===== config.mk =====
export PLATFORM = sky130hd
export DESIGN_NAME = basic_io_ctrl_flat
export DESIGN_NICKNAME = d
export VERILOG_FILES = /design/src/rtl/basic_io_if.sv /design/src/rtl/basic_io_ctrl.sv /design/src/flat_wrapper.sv
export SDC_FILE = /design/constraint.sdc
export NUM_CORES = 1
export LEC_CHECK = 0
export ABC_AREA = 1
export ABC_CLOCK_PERIOD_IN_PS = 9550
export BUFFER_PORTS_ARGS = -buffer_cell sky130_fd_sc_hd__buf_4
export CAP_MARGIN = 10
export CORE_ASPECT_RATIO = 1.75
export CORE_MARGIN = 2
export CORE_UTILIZATION = 49
export CTS_BUF_LIST = sky130_fd_sc_hd__clkbuf_16
export CTS_CLUSTER_SIZE = 20
export DETAILED_ROUTE_END_ITERATION = 12
export GPL_TIMING_DRIVEN = 1
export PLACE_DENSITY = 0.68
export SLEW_MARGIN = 10
export SYNTH_ARGS = -nofsm -noshare
export SYNTH_HDL_FRONTEND = slang
export SYNTH_SLANG_ARGS = --single-unit

===== constraint.sdc =====
create_clock -name i_clk -period 9.55 [get_ports i_clk]
set_input_delay 0.955 -clock i_clk [delete_from_list [all_inputs] [get_ports i_clk]]
set_output_delay 0.955 -clock i_clk [all_outputs]
set_load 0.01 [all_outputs]

===== src/rtl/basic_io_if.sv =====
// Nexys Video basic I/O bundle: raw buttons/switches in, LEDs and conditioned levels out.
interface basic_io_if;
  logic [5:0] i_buttons;
  logic [7:0] i_switches;
  logic [7:0] o_leds;
  logic [1:0] o_mode;
  logic [5:0] o_btn_db;
  logic [7:0] o_sw_db;
  logic [5:0] o_btn_press;

  modport master (
    output i_buttons, i_switches,
    input  o_leds, o_mode, o_btn_db, o_sw_db, o_btn_press
  );

  modport slave (
    input  i_buttons, i_switches,
    output o_leds, o_mode, o_btn_db, o_sw_db, o_btn_press
  );
endinterface


===== src/rtl/basic_io_ctrl.sv =====
// Basic I/O front end: synchronize and debounce buttons/switches, detect presses, drive LEDs.
//   state  | meaning
//   MIRROR | LEDs follow the debounced switches
//   COUNT  | LEDs show an 8-bit counter stepped by U/D, loaded from switches by R
//   SHIFT  | LEDs show a pattern rotated by L/R
module basic_io_ctrl #(
  parameter int TICK_DIV       = 100000,
  parameter int DEBOUNCE_TICKS = 10
) (
  input  logic      i_clk,
  input  logic      i_rst,
  basic_io_if.slave io
);

  localparam int NIN = 14;
  localparam int TW  = $clog2(TICK_DIV);
  localparam int CW  = (DEBOUNCE_TICKS > 1) ? $clog2(DEBOUNCE_TICKS) : 1;

  typedef enum logic [1:0] {
    MIRROR = 2'd0,
    COUNT  = 2'd1,
    SHIFT  = 2'd2
  } mode_e;

  logic [TW-1:0]  tick_cnt;
  logic           tick;
  logic [NIN-1:0] raw, sync1, sync2, stable;
  logic [CW-1:0]  db_cnt [NIN];
  logic [5:0]     btn_db, btn_d, press;
  logic [7:0]     sw_db;

  mode_e      state_q, state_d;
  logic [7:0] count_q, count_d;
  logic [7:0] pattern_q, pattern_d;
  logic [7:0] leds_q, leds_d;

  assign tick = (tick_cnt == TW'(TICK_DIV - 1));

  always_ff @(posedge i_clk or posedge i_rst) begin
    if (i_rst) tick_cnt <= '0;
    else       tick_cnt <= tick ? '0 : tick_cnt + 1'b1;
  end

  assign raw = {io.i_switches, io.i_buttons};

  always_ff @(posedge i_clk or posedge i_rst) begin
    if (i_rst) begin
      sync1 <= '0;
      sync2 <= '0;
    end else begin
      sync1 <= raw;
      sync2 <= sync1;
    end
  end

  // Counter only advances while the input disagrees with its stable value.
  always_ff @(posedge i_clk or posedge i_rst) begin
    if (i_rst) begin
      stable <= '0;
      for (int i = 0; i < NIN; i++) db_cnt[i] <= '0;
    end else begin
      for (int i = 0; i < NIN; i++) begin
        if (sync2[i] == stable[i]) begin
          db_cnt[i] <= '0;
        end else if (tick) begin
          if (db_cnt[i] == CW'(DEBOUNCE_TICKS - 1)) begin
            stable[i] <= sync2[i];
            db_cnt[i] <= '0;
          end else begin
            db_cnt[i] <= db_cnt[i] + 1'b1;
          end
        end
      end
    end
  end

  assign btn_db = stable[5:0];
  assign sw_db  = stable[13:6];
  assign press  = btn_db & ~btn_d;

  always_ff @(posedge i_clk or posedge i_rst) begin
    if (i_rst) btn_d <= '0;
    else       btn_d <= btn_db;
  end

  always_ff @(posedge i_clk or posedge i_rst) begin
    if (i_rst) begin
      state_q   <= MIRROR;
      count_q   <= 8'h00;
      pattern_q <= 8'h01;
      leds_q    <= 8'h00;
    end else begin
      state_q   <= state_d;
      count_q   <= count_d;
      pattern_q <= pattern_d;
      leds_q    <= leds_d;
    end
  end

  // press bits: [0]=C [1]=U [2]=D [3]=L [4]=R [5]=AUX
  always_comb begin
    state_d   = state_q;
    count_d   = count_q;
    pattern_d = pattern_q;
    leds_d    = sw_db;
    if (press[5]) begin
      state_d   = MIRROR;
      count_d   = 8'h00;
      pattern_d = 8'h01;
    end else if (press[0]) begin
      case (state_q)
        MIRROR:  state_d = COUNT;
        COUNT: begin
          state_d   = SHIFT;
          pattern_d = (sw_db == 8'h00) ? 8'h01 : sw_db;
        end
        default: state_d = MIRROR;
      endcase
    end else begin
      case (state_q)
        MIRROR: ;
        COUNT: begin
          if (press[4])                  count_d = sw_db;
          else if (press[1] && !press[2]) count_d = count_q + 8'h01;
          else if (press[2] && !press[1]) count_d = count_q - 8'h01;
        end
        SHIFT: begin
          if (press[3] && !press[4])      pattern_d = {pattern_q[6:0], pattern_q[7]};
          else if (press[4] && !press[3]) pattern_d = {pattern_q[0], pattern_q[7:1]};
        end
        default: state_d = MIRROR;
      endcase
    end
    case (state_d)
      COUNT:   leds_d = count_d;
      SHIFT:   leds_d = pattern_d;
      default: leds_d = sw_db;
    endcase
  end

  assign io.o_leds      = leds_q;
  assign io.o_mode      = state_q;
  assign io.o_btn_db    = btn_db;
  assign io.o_sw_db     = sw_db;
  assign io.o_btn_press = press;

endmodule


===== src/flat_wrapper.sv =====
// flat-port wrapper written by rule: the top's interface ports become plain ports
module basic_io_ctrl_flat 
#(
  parameter int TICK_DIV       = 100000,
  parameter int DEBOUNCE_TICKS = 10
)
  (i_clk, i_rst, io_i_buttons, io_i_switches, io_o_leds, io_o_mode, io_o_btn_db, io_o_sw_db, io_o_btn_press);
  basic_io_if io_i ();
  input  logic i_clk;
  input  logic i_rst;
  input wire logic [$bits(io_i.i_buttons)-1:0] io_i_buttons;
  input wire logic [$bits(io_i.i_switches)-1:0] io_i_switches;
  output wire logic [$bits(io_i.o_leds)-1:0] io_o_leds;
  output wire logic [$bits(io_i.o_mode)-1:0] io_o_mode;
  output wire logic [$bits(io_i.o_btn_db)-1:0] io_o_btn_db;
  output wire logic [$bits(io_i.o_sw_db)-1:0] io_o_sw_db;
  output wire logic [$bits(io_i.o_btn_press)-1:0] io_o_btn_press;
  assign io_i.i_buttons = io_i_buttons;
  assign io_i.i_switches = io_i_switches;
  assign io_o_leds = io_i.o_leds;
  assign io_o_mode = io_i.o_mode;
  assign io_o_btn_db = io_i.o_btn_db;
  assign io_o_sw_db = io_i.o_sw_db;
  assign io_o_btn_press = io_i.o_btn_press;
  basic_io_ctrl #(.TICK_DIV(TICK_DIV), .DEBOUNCE_TICKS(DEBOUNCE_TICKS)) u_core (.i_clk(i_clk), .i_rst(i_rst), .io(io_i));
endmodule

# Word level (Yosys, flattened, before mapping)
# Index checks and enable logic that the tools add are counted.
dict set report word_totals {
  register_bits 147
  latch_bits 0
  ramBits 0
  mem_bits_ro 0
  inputBits 16
  out_inout_bits 30
  elab_cells 202
  mem_count 0
}
dict set report classes {
  n_addsub 17
  multipliers 0
  n_div 0
  n_lt_le_gt_ge 0
  eq_ne 33
  shift 0
  muxes 61
  n_bitwise 16
  reduce_logical 39
}
# cell count
set op_table {}
lappend op_table {{$mux 4} 42}
lappend op_table {{$mux 8} 13}
lappend op_table {{$add 4x1->4 const B} 14}
lappend op_table {{$eq 4x4->1 const B} 14}
lappend op_table {{$reduce_and 3->1} 14}
lappend op_table {{$reduce_bool 2->1} 14}
lappend op_table {{$add 17x1->17 const B} 1}
lappend op_table {{$eq 17x17->1 const B} 1}
lappend op_table {{$mux 17} 1}
lappend op_table {{$pmux 8 s2} 1}
lappend op_table {{$eq 1x1->1} 14}
lappend op_table {{$not 1->1} 14}
lappend op_table {{$add 8x1->8 const B} 1}
lappend op_table {{$logic_not 8->1} 1}
lappend op_table {{$sub 8x1->8 const B} 1}
lappend op_table {{$and 6x6->6} 1}
lappend op_table {{$mux 2} 3}
lappend op_table {{$not 6->6} 1}
lappend op_table {{$eq 2x1->1 const B} 2}
lappend op_table {{$eq 2x2->1 const B} 2}
lappend op_table {{$logic_and 1x1->1} 4}
lappend op_table {{$logic_not 1->1} 4}
lappend op_table {{$pmux 2 s2} 1}
lappend op_table {{$reduce_or 3->1} 1}
lappend op_table {{$logic_not 2->1} 1}

# Longest topological paths before layout
# Gate-level depths: netlist of run 1.
dict set report depth {
  word_depth 11
  ltp_mapped 14
  depth_no_buf 14
}

# Worst setup path after synthesis of run 1
# OpenSTA, ideal clock, no wires.
dict set report synth_timing {
  path_type {register -> register}
  startpoint {register u_core.stable[0]}
  endpoint {register u_core.leds_q[3] (netlist: u_core.io.o_leds[3])}
  setup_ns 0.120
  arrival_ns 2.215
  required_ns 9.430
  setup_slack_ns 7.214
  stages_incl_launch_ff 13
  path_buffers 2
  synth_period_minus_slack_ns 2.336
  path_cell_list {dfrtp_1 inv_1 nor2_4 clkbuf_1 a21oi_1 nor2_1 inv_1 ha_1 inv_1 clkbuf_1 nand2_1 inv_1 a21oi_1}
}
dict set report synth_between {
  elab_chain_cells 5
  elab_cells_between_ends 10
  cone_classes {eq/ne: 2; mux: 7; bitwise: 1}
}
# item line_no
set synth_rtl {}
lappend synth_rtl {{from (decl)} basic_io_ctrl.sv:27} ;# logic [NIN-1:0] raw, sync1, sync2, stable;
lappend synth_rtl {{from (signal, indexed assignment)} basic_io_ctrl.sv:67} ;# stable[i] <= sync2[i];
lappend synth_rtl {{$and 6x6->6 (*)} basic_io_ctrl.sv:79} ;# assign press = btn_db & ~btn_d;
lappend synth_rtl {{via io_o_btn_press[0]} flat_wrapper.sv:17} ;# output wire logic [$bits(io_i.o_btn_press)-1:0] io_o_btn_press;
lappend synth_rtl {{$mux 2 (*)} basic_io_ctrl.sv:110} ;# end else if (press[0]) begin
lappend synth_rtl {{$mux 2 (*)} basic_io_ctrl.sv:106} ;# if (press[5]) begin
lappend synth_rtl {{via u_core.state_d[0]} basic_io_ctrl.sv:32} ;# mode_e state_q, state_d;
lappend synth_rtl {{$eq 2x2->1 / $eq 2x1->1 (equally long branches)} basic_io_ctrl.sv:134} ;# case (state_d)
lappend synth_rtl {{$pmux 8 s2 (*)} basic_io_ctrl.sv:134}
lappend synth_rtl {{via u_core.leds_d[3]} basic_io_ctrl.sv:35} ;# logic [7:0] leds_q, leds_d;
lappend synth_rtl {{to (signal assigned)} basic_io_ctrl.sv:96} ;# leds_q <= leds_d;
lappend synth_rtl {{to (decl)} basic_io_ctrl.sv:35}
# The timed path passes the listed nets; every way through them passes the cells marked *.
# A chain may end at the register's enable or synchronous reset.

# Worst setup path after layout of run 1
dict set report layout_timing {
  startpoint {register u_core.stable[5]}
  endpoint {output io_o_btn_press[5]}
}
dict set report layout_between {
  elab_chain_cells 1
}
# item line_no
set layout_rtl {}
lappend layout_rtl {{$and 6x6->6} basic_io_ctrl.sv:79}
lappend layout_rtl {{to (decl)} flat_wrapper.sv:17}
# Every way passes these cells.

==> flow_summary.json, run 1 <==
{
  "place_congestion": 0.887,
  "overflow": 0,
  "grt_max_degree": 98,
  "cp_slowest_cell": "nor2_2",
  "combPwrFrac_pct": 2.6,
  "cts.path.max_buffers": 2,
  "core_region_area_um2": 15300,
  "yosys.area.top_type_share_pct": 47.7,
  "yosysUniqueCellTypes": 43,
  "ctsHoldBuffers": 0,
  "synth_top_family_by_area": "simple AND/OR/NAND/NOR gates",
  "drv_cap": 0,
  "initial_utilization_pct": 50.1,
  "worstSetupStartpointType": "register",
  "hold_ws_ps": 345,
  "io_buffers": 45,
  "grt_antenna_before_repair": 0,
  "cts_resized": 0,
  "hpwl_mm": 12.0,
  "synth_common_cells": "nand2_1, dfrtp_1, inv_1",
  "synth_area_um2": 7670,
  "stdcell_count": 1164,
  "slew_headroom_pct": 30.3,
  "drive_above_1_share_pct": 11.6,
  "yosysTopAreaCell": "dfrtp_1",
  "synthMuxAreaShare_pct": 0.131,
  "yosysSeqAreaShare_pct": 48.0,
  "setup_viol": 0,
  "chipHeight_um": 169,
  "synth_enable_flop_cells": 0,
  "rsz0062_at_grt": "false",
  "synth_flop_cell": "dfrtp_1",
  "cts_root_buffer": "clkbuf_16",
  "cp_slowest_stage_delay_ps": 710,
  "rows": 60,
  "switchingPower_mw": 0.290,
  "async_reset_ff_share_pct": 100,
  "timing.fmax_mhz": 352,
  "r2r_slack_ps": 6910,
  "cts_sinks": 147,
  "nets": 1014,
  "pwr-share-seq_pct": 45.7,
  "first_pass_iters": 4,
  "antennaDiodeCount": 0,
  "hold_viol_final": 0,
  "irDropWorstVdd_mv": 0.126,
  "fin_crit_sh_pct": 29.8,
  "grt_pass1_wl_mm": 28.3,
  "clock_latency_ps": 410,
  "status": "finished, final reports clean",
  "worst-path-max-fanout": 19,
  "syn_avg_cell_area_um2": 8.36,
  "timing.final.crit_period_ps": 2840,
  "via_count": 6185,
  "postCtsSetupBuffers": 0,
  "area_delta_synth_final_pct": 14.5,
  "finalClockSkew_ps": 8.17,
  "cp_cell_sequence": "inv_1 -> nor2_2 -> buf_4",
  "track_usage_pct": 20.9,
  "io_pins": 46,
  "yosys_warnings": 0,
  "synth_xor_area_share_pct": 3.08,
  "power_density_nw_per_um2": 159,
  "cts_tree": "yes",
  "die-area_um2": 16700,
  "drc_errors": 0,
  "synth_fa_ha_area_share_pct": 5.39,
  "leakagePower_nw": 4.54,
  "switching_share_pct": 20.8,
  "initialDrtViolationCount": 267,
  "cts-htree-levels": 4,
  "p_clk_share_pct": 51.7,
  "ant_nets": 0,
  "grt_pass1_vias": 6082,
  "viasPerCell": 5.31,
  "clk_pin_slew_ps": 60,
  "final_util_pct": 57.3,
  "wl_mm": 16.7,
  "finalSetupTns_ps": 0,
  "synth_cells": 917,
  "die_w_um": 98.6,
  "placedCellCount": 1132,
  "numCtsBuffers": 17,
  "yosys-top-cells-area": "dfrtp_1, nand2_1, inv_1",
  "wl_per_cell_um": 14.3,
  "ys_ff_latch": 147,
  "synth_compound_gate_area_share_pct": 12.9,
  "syn_nets": 966,
  "worst_hold_path_type": "reg -> reg",
  "slew_violations": 0,
  "endpoint_kind": "primary output",
  "tightestPinTransition_ps": 1040,
  "cp.arrival_ps": 1890,
  "critical_path_class": "reg -> out",
  "internal-power_mw": 1.10,
  "yosysMostFrequentCell": "nand2_1",
  "synthSimpleGateAreaFrac_pct": 21.8,
  "cp.required_ps": 8600
}
==> worst paths after layout <==
path | startpoint | endpoint | cells past startpoint
max | u_core.stable[5] | io_o_btn_press[5] | 3
min | u_core.sync1[0] | u_core.sync2[0] | 0
max reg2reg | u_core.io.o_mode[0] | u_core.io.o_leds[5] | 10
min reg2reg | u_core.sync1[0] | u_core.sync2[0] | 0
max in group asynchronous | i_rst | u_core.io.o_leds[7] | 3
min in group asynchronous | i_rst | u_core.sync1[4] | 2
==> power by group through the flow <==
stage          registers (mW)  clock network, mW  logic, mW
3_3_place_gp            0.647                  0     0.0371
5_1_grt                 0.636              0.762     0.0429
3_5_place_dp            0.647                  0     0.0376
6_report                0.636              0.720     0.0366
2_1_floorplan           0.646                  0     0.0252
4_1_cts                 0.636              0.736     0.0378
==> stage by stage <==
stage	total power [mW]	setup WS (ps)	area, um^2
final	1.39	6710	8780
after global routing	1.44	6610	8780
after CTS	1.41	6690	8780
after detailed placement	0.685	6940	8140
after global placement	0.684	7030	8140
after floorplan	0.671	4650	7670
==> critical path: cells and delay by family, from the launching register on <==
kind,cells,cell delay [ps]
simple gates,1,710
flops,1,420
buf+inv,2,340
==> metal layers <==
layer / global-route usage, % / wire length (um) / up-vias
met5: 0 / 0 / -
met4: 8.10 / 394 / 0
met3: 3.54 / 464 / 24
met2: 38.7 / 9190 / 113
met1: 23.6 / 6650 / 2966
li1: - / - / 3082
==> final cells by class <==
cell class | count | area, um^2
fill | 1418 | 6540
clock inverter | 15 | 214
inverter | 147 | 557
multi-input combinational | 606 | 3330
timing repair buffer | 46 | 345
clock buffer | 17 | 425
tap | 186 | 233
sequential | 147 | 3680
==> cell usage in the layout (no fill, tap or decap), types with 16 or more instances in the layout <==
cell,instances
nand2_1,184
buf_4,46
ha_1,33
nand3_1,55
o21ai_0,53
a21oi_1,68
xor2_1,22
dfrtp_1,146
inv_1,140
nand4_1,16
nor2_1,69
clkbuf_16,17
==> flip-flops by register name (all words and copies together) (netlist names) <==
register          flops
u_core.stable        14
u_core.sync1         14
u_core.sync2         14
u_core.btn_d          6
u_core.io.o_mode      2
u_core.db_cnt        56
u_core.io.o_leds      8
u_core.count_q        8
u_core.pattern_q      8
u_core.tick_cnt      17
==> kinds of logic (layout without fill, tap and decap cells) <==
logic type,Yosys count,in the layout
and+or+nand+nor,373,373
AOI/OAI and AO/OA,172,172
buffers and inverters,164,225
DFF,147,147
adders and majority gates,33,33
xor gates and xnor gates,27,27
muxes,1,1
Note: power is estimated with default switching activity, not from simulation.
==> run 2, diff against run 1 <==
--- a/config.mk
+++ b/config.mk
@@ -6,7 +6,7 @@
 export NUM_CORES = 1
 export LEC_CHECK = 0
 export ABC_AREA = 1
-export ABC_CLOCK_PERIOD_IN_PS = 9550
+export ABC_CLOCK_PERIOD_IN_PS = 2300
 export BUFFER_PORTS_ARGS = -buffer_cell sky130_fd_sc_hd__buf_4
 export CAP_MARGIN = 10
 export CORE_ASPECT_RATIO = 1.75
@@ -16,7 +16,7 @@
 export CTS_CLUSTER_SIZE = 20
 export DETAILED_ROUTE_END_ITERATION = 12
 export GPL_TIMING_DRIVEN = 1
-export PLACE_DENSITY = 0.68
+export PLACE_DENSITY = 0.71
 export SLEW_MARGIN = 10
 export SYNTH_ARGS = -nofsm -noshare
 export SYNTH_HDL_FRONTEND = slang
==> constraint.sdc (replaced) <==
create_clock -name i_clk -period 2.3 [get_ports i_clk]
set_input_delay 0.23 -clock i_clk [delete_from_list [all_inputs] [get_ports i_clk]]
set_output_delay 0.23 -clock i_clk [all_outputs]
set_load 0.01 [all_outputs]
==> flow_summary.json, run 2 (synthesis results as in run 1) <==
{
  "status": "finished, final reports clean",
  "switching_share_pct": 22.6,
  "die_w_um": 98.6,
  "grt_pass1_wl_mm": 28.6,
  "slew_headroom_pct": 66.2,
  "tightestPinTransition_ps": 506,
  "overflow": 0,
  "rr_startpoint": "u_core.io.o_mode[1]",
  "worstSetupStartpointType": "register",
  "reg_top3": "u_core.db_cnt (56), u_core.tick_cnt (17)",
  "track_usage_pct": 21.2,
  "drc_errors": 0,
  "p_clk_share_pct": 47.5,
  "clock_latency_ps": 410,
  "rows": 60,
  "hold_viol_final": 0,
  "postCtsSetupBuffers": 0,
  "largest_register_ffs": 56,
  "cts.path.max_buffers": 2,
  "combPwrFrac_pct": 3.5,
  "fin_crit_sh_pct": 92.7,
  "r2r_end": "u_core.io.o_leds[4]",
  "wl_per_cell_um": 14.4,
  "fill_cells": 1369,
  "switchingPower_mw": 1.22,
  "irDropWorstVdd_mv": 0.389,
  "viasPerCell": 5.31,
  "fin_total_pwr_mw": 5.38,
  "fin_area_um2": 9010,
  "area_delta_synth_final_pct": 17.5,
  "finalSetupTns_ps": 0,
  "finalClockSkew_ps": 11.0,
  "rsz0062_at_grt": "false",
  "antennaDiodeCount": 0,
  "chipHeight_um": 169,
  "worst-path-max-fanout": 17,
  "setup_viol": 0,
  "clk_pin_slew_ps": 60,
  "ant_nets": 0,
  "first_pass_iters": 6,
  "cp-startpoint": "u_core.io.o_mode[1]",
  "io_pins": 46,
  "timing.fmax_mhz": 469,
  "endpoint_kind": "register",
  "drv_cap": 0,
  "initialDrtViolationCount": 325,
  "cp.arrival_ps": 2470,
  "grt_antenna_before_repair": 0,
  "pwr-share-seq_pct": 49.0,
  "wl_mm": 17.3,
  "power_density_nw_per_um2": 597,
  "cts_tree": "yes",
  "place_area_um2": 8300,
  "reg2reg_depth": 11,
  "cts-htree-levels": 4,
  "die-area_um2": 16700,
  "hpwl_mm": 12.5,
  "place_congestion": 0.896,
  "leakagePower_nw": 4.64,
  "critical_path_class": "reg -> reg",
  "drive_above_1_share_pct": 12.9,
  "cts_sinks": 147,
  "cp.required_ps": 2640,
  "grt_pass1_vias": 6241,
  "crit_end": "u_core.io.o_leds[4]",
  "slew_violations": 0,
  "core_region_area_um2": 15300,
  "layout_commonest_cell": "nand2_1",
  "initial_utilization_pct": 50.1,
  "io_buffers": 45,
  "nets": 1047,
  "cts_root_buffer": "clkbuf_16",
  "final_cell_mix": "nand2_1, dfrtp_1, inv_1",
  "regMostFlops": "u_core.db_cnt",
  "grt_max_degree": 49,
  "r2r_slack_ps": 170,
  "internal-power_mw": 4.17,
  "worst_hold_path_type": "reg -> reg",
  "timing.final.crit_period_ps": 2130,
  "via_count": 6350,
  "numCtsBuffers": 17
}
-- run 2: critical path, cell delays in order (launching register included) --
cell,delay [ps]
dfrtp_1,390
inv_1,100
nand2_2,190
nor2_2,180
a21oi_1,50
nor2_1,200
inv_1,80
ha_2,410
clkinvlp_4,180
nand2_1,110
inv_1,40
a21oi_1,120
-- run 2: routing by layer --
metal | GRT usage (%) | routed length, um | vias up
met3 | 3.34 | 453 | 36
met4 | 9.89 | 573 | 0
met2 | 40.2 | 9440 | 118
li1 | - | - | 3150
met5 | 0 | 0 | -
met1 | 22.5 | 6800 | 3046
-- run 2: worst min-delay path by stage --
stage	slack (ps)	from	cells past startpoint	endpoint
global placement	290	i_rst	2	u_core.db_cnt[43]
detailed placement	300	i_rst	2	u_core.db_cnt[43]
floorplan	260	io_i_buttons[0]	0	u_core.sync1[0]
CTS	350	u_core.sync1[9]	0	u_core.sync2[9]
finish	350	u_core.sync1[0]	0	u_core.sync2[0]
global route	360	u_core.sync1[0]	0	u_core.sync2[0]
-- run 2: power groups by stage --
stage / Clock (mW) / Combinational, mW / Sequential [mW]
5_1_grt: 2.71 / 0.215 / 2.64
2_1_floorplan: 0 / 0.105 / 2.68
6_report: 2.56 / 0.186 / 2.64
3_5_place_dp: 0 / 0.169 / 2.69
4_1_cts: 2.62 / 0.191 / 2.64
3_3_place_gp: 0 / 0.167 / 2.69
-- run 2: metrics by stage --
step	hold slack, ps	setup slack, ps	utilization (%)	cells
4_1_cts	351	165	58.8	1195
3_3_place_gp	288	232	54.2	1149
3_5_place_dp	295	186	54.2	1149
5_1_grt	360	2.51	58.8	1196
6_report	348	169	58.8	1196
2_1_floorplan	261	64.7	-	917
-- run 2: timing repair --
action / in CTS / in global routing
endpoints found under the hold margin: 30 / 0
gates resized for setup: 0 / 3
endpoints found under the setup margin: 0 / 5
hold buffers: 15 / 0
-- run 2: final cells by class --
| cell class | instances | area (um^2) | share of cell area, % |
|---|---|---|---|
| flip-flops and latches | 147 | 3680 | 40.8 |
| clock buffers | 17 | 425 | 4.72 |
| multi-input cells | 606 | 3330 | 36.9 |
| repair buffers | 78 | 661 | 7.33 |
| clock inverters | 14 | 118 | 1.31 |
| well taps | 186 | 233 | 2.58 |
| inverters | 147 | 559 | 6.21 |
| repair inverters | 1 | 7.51 | 0.0833 |
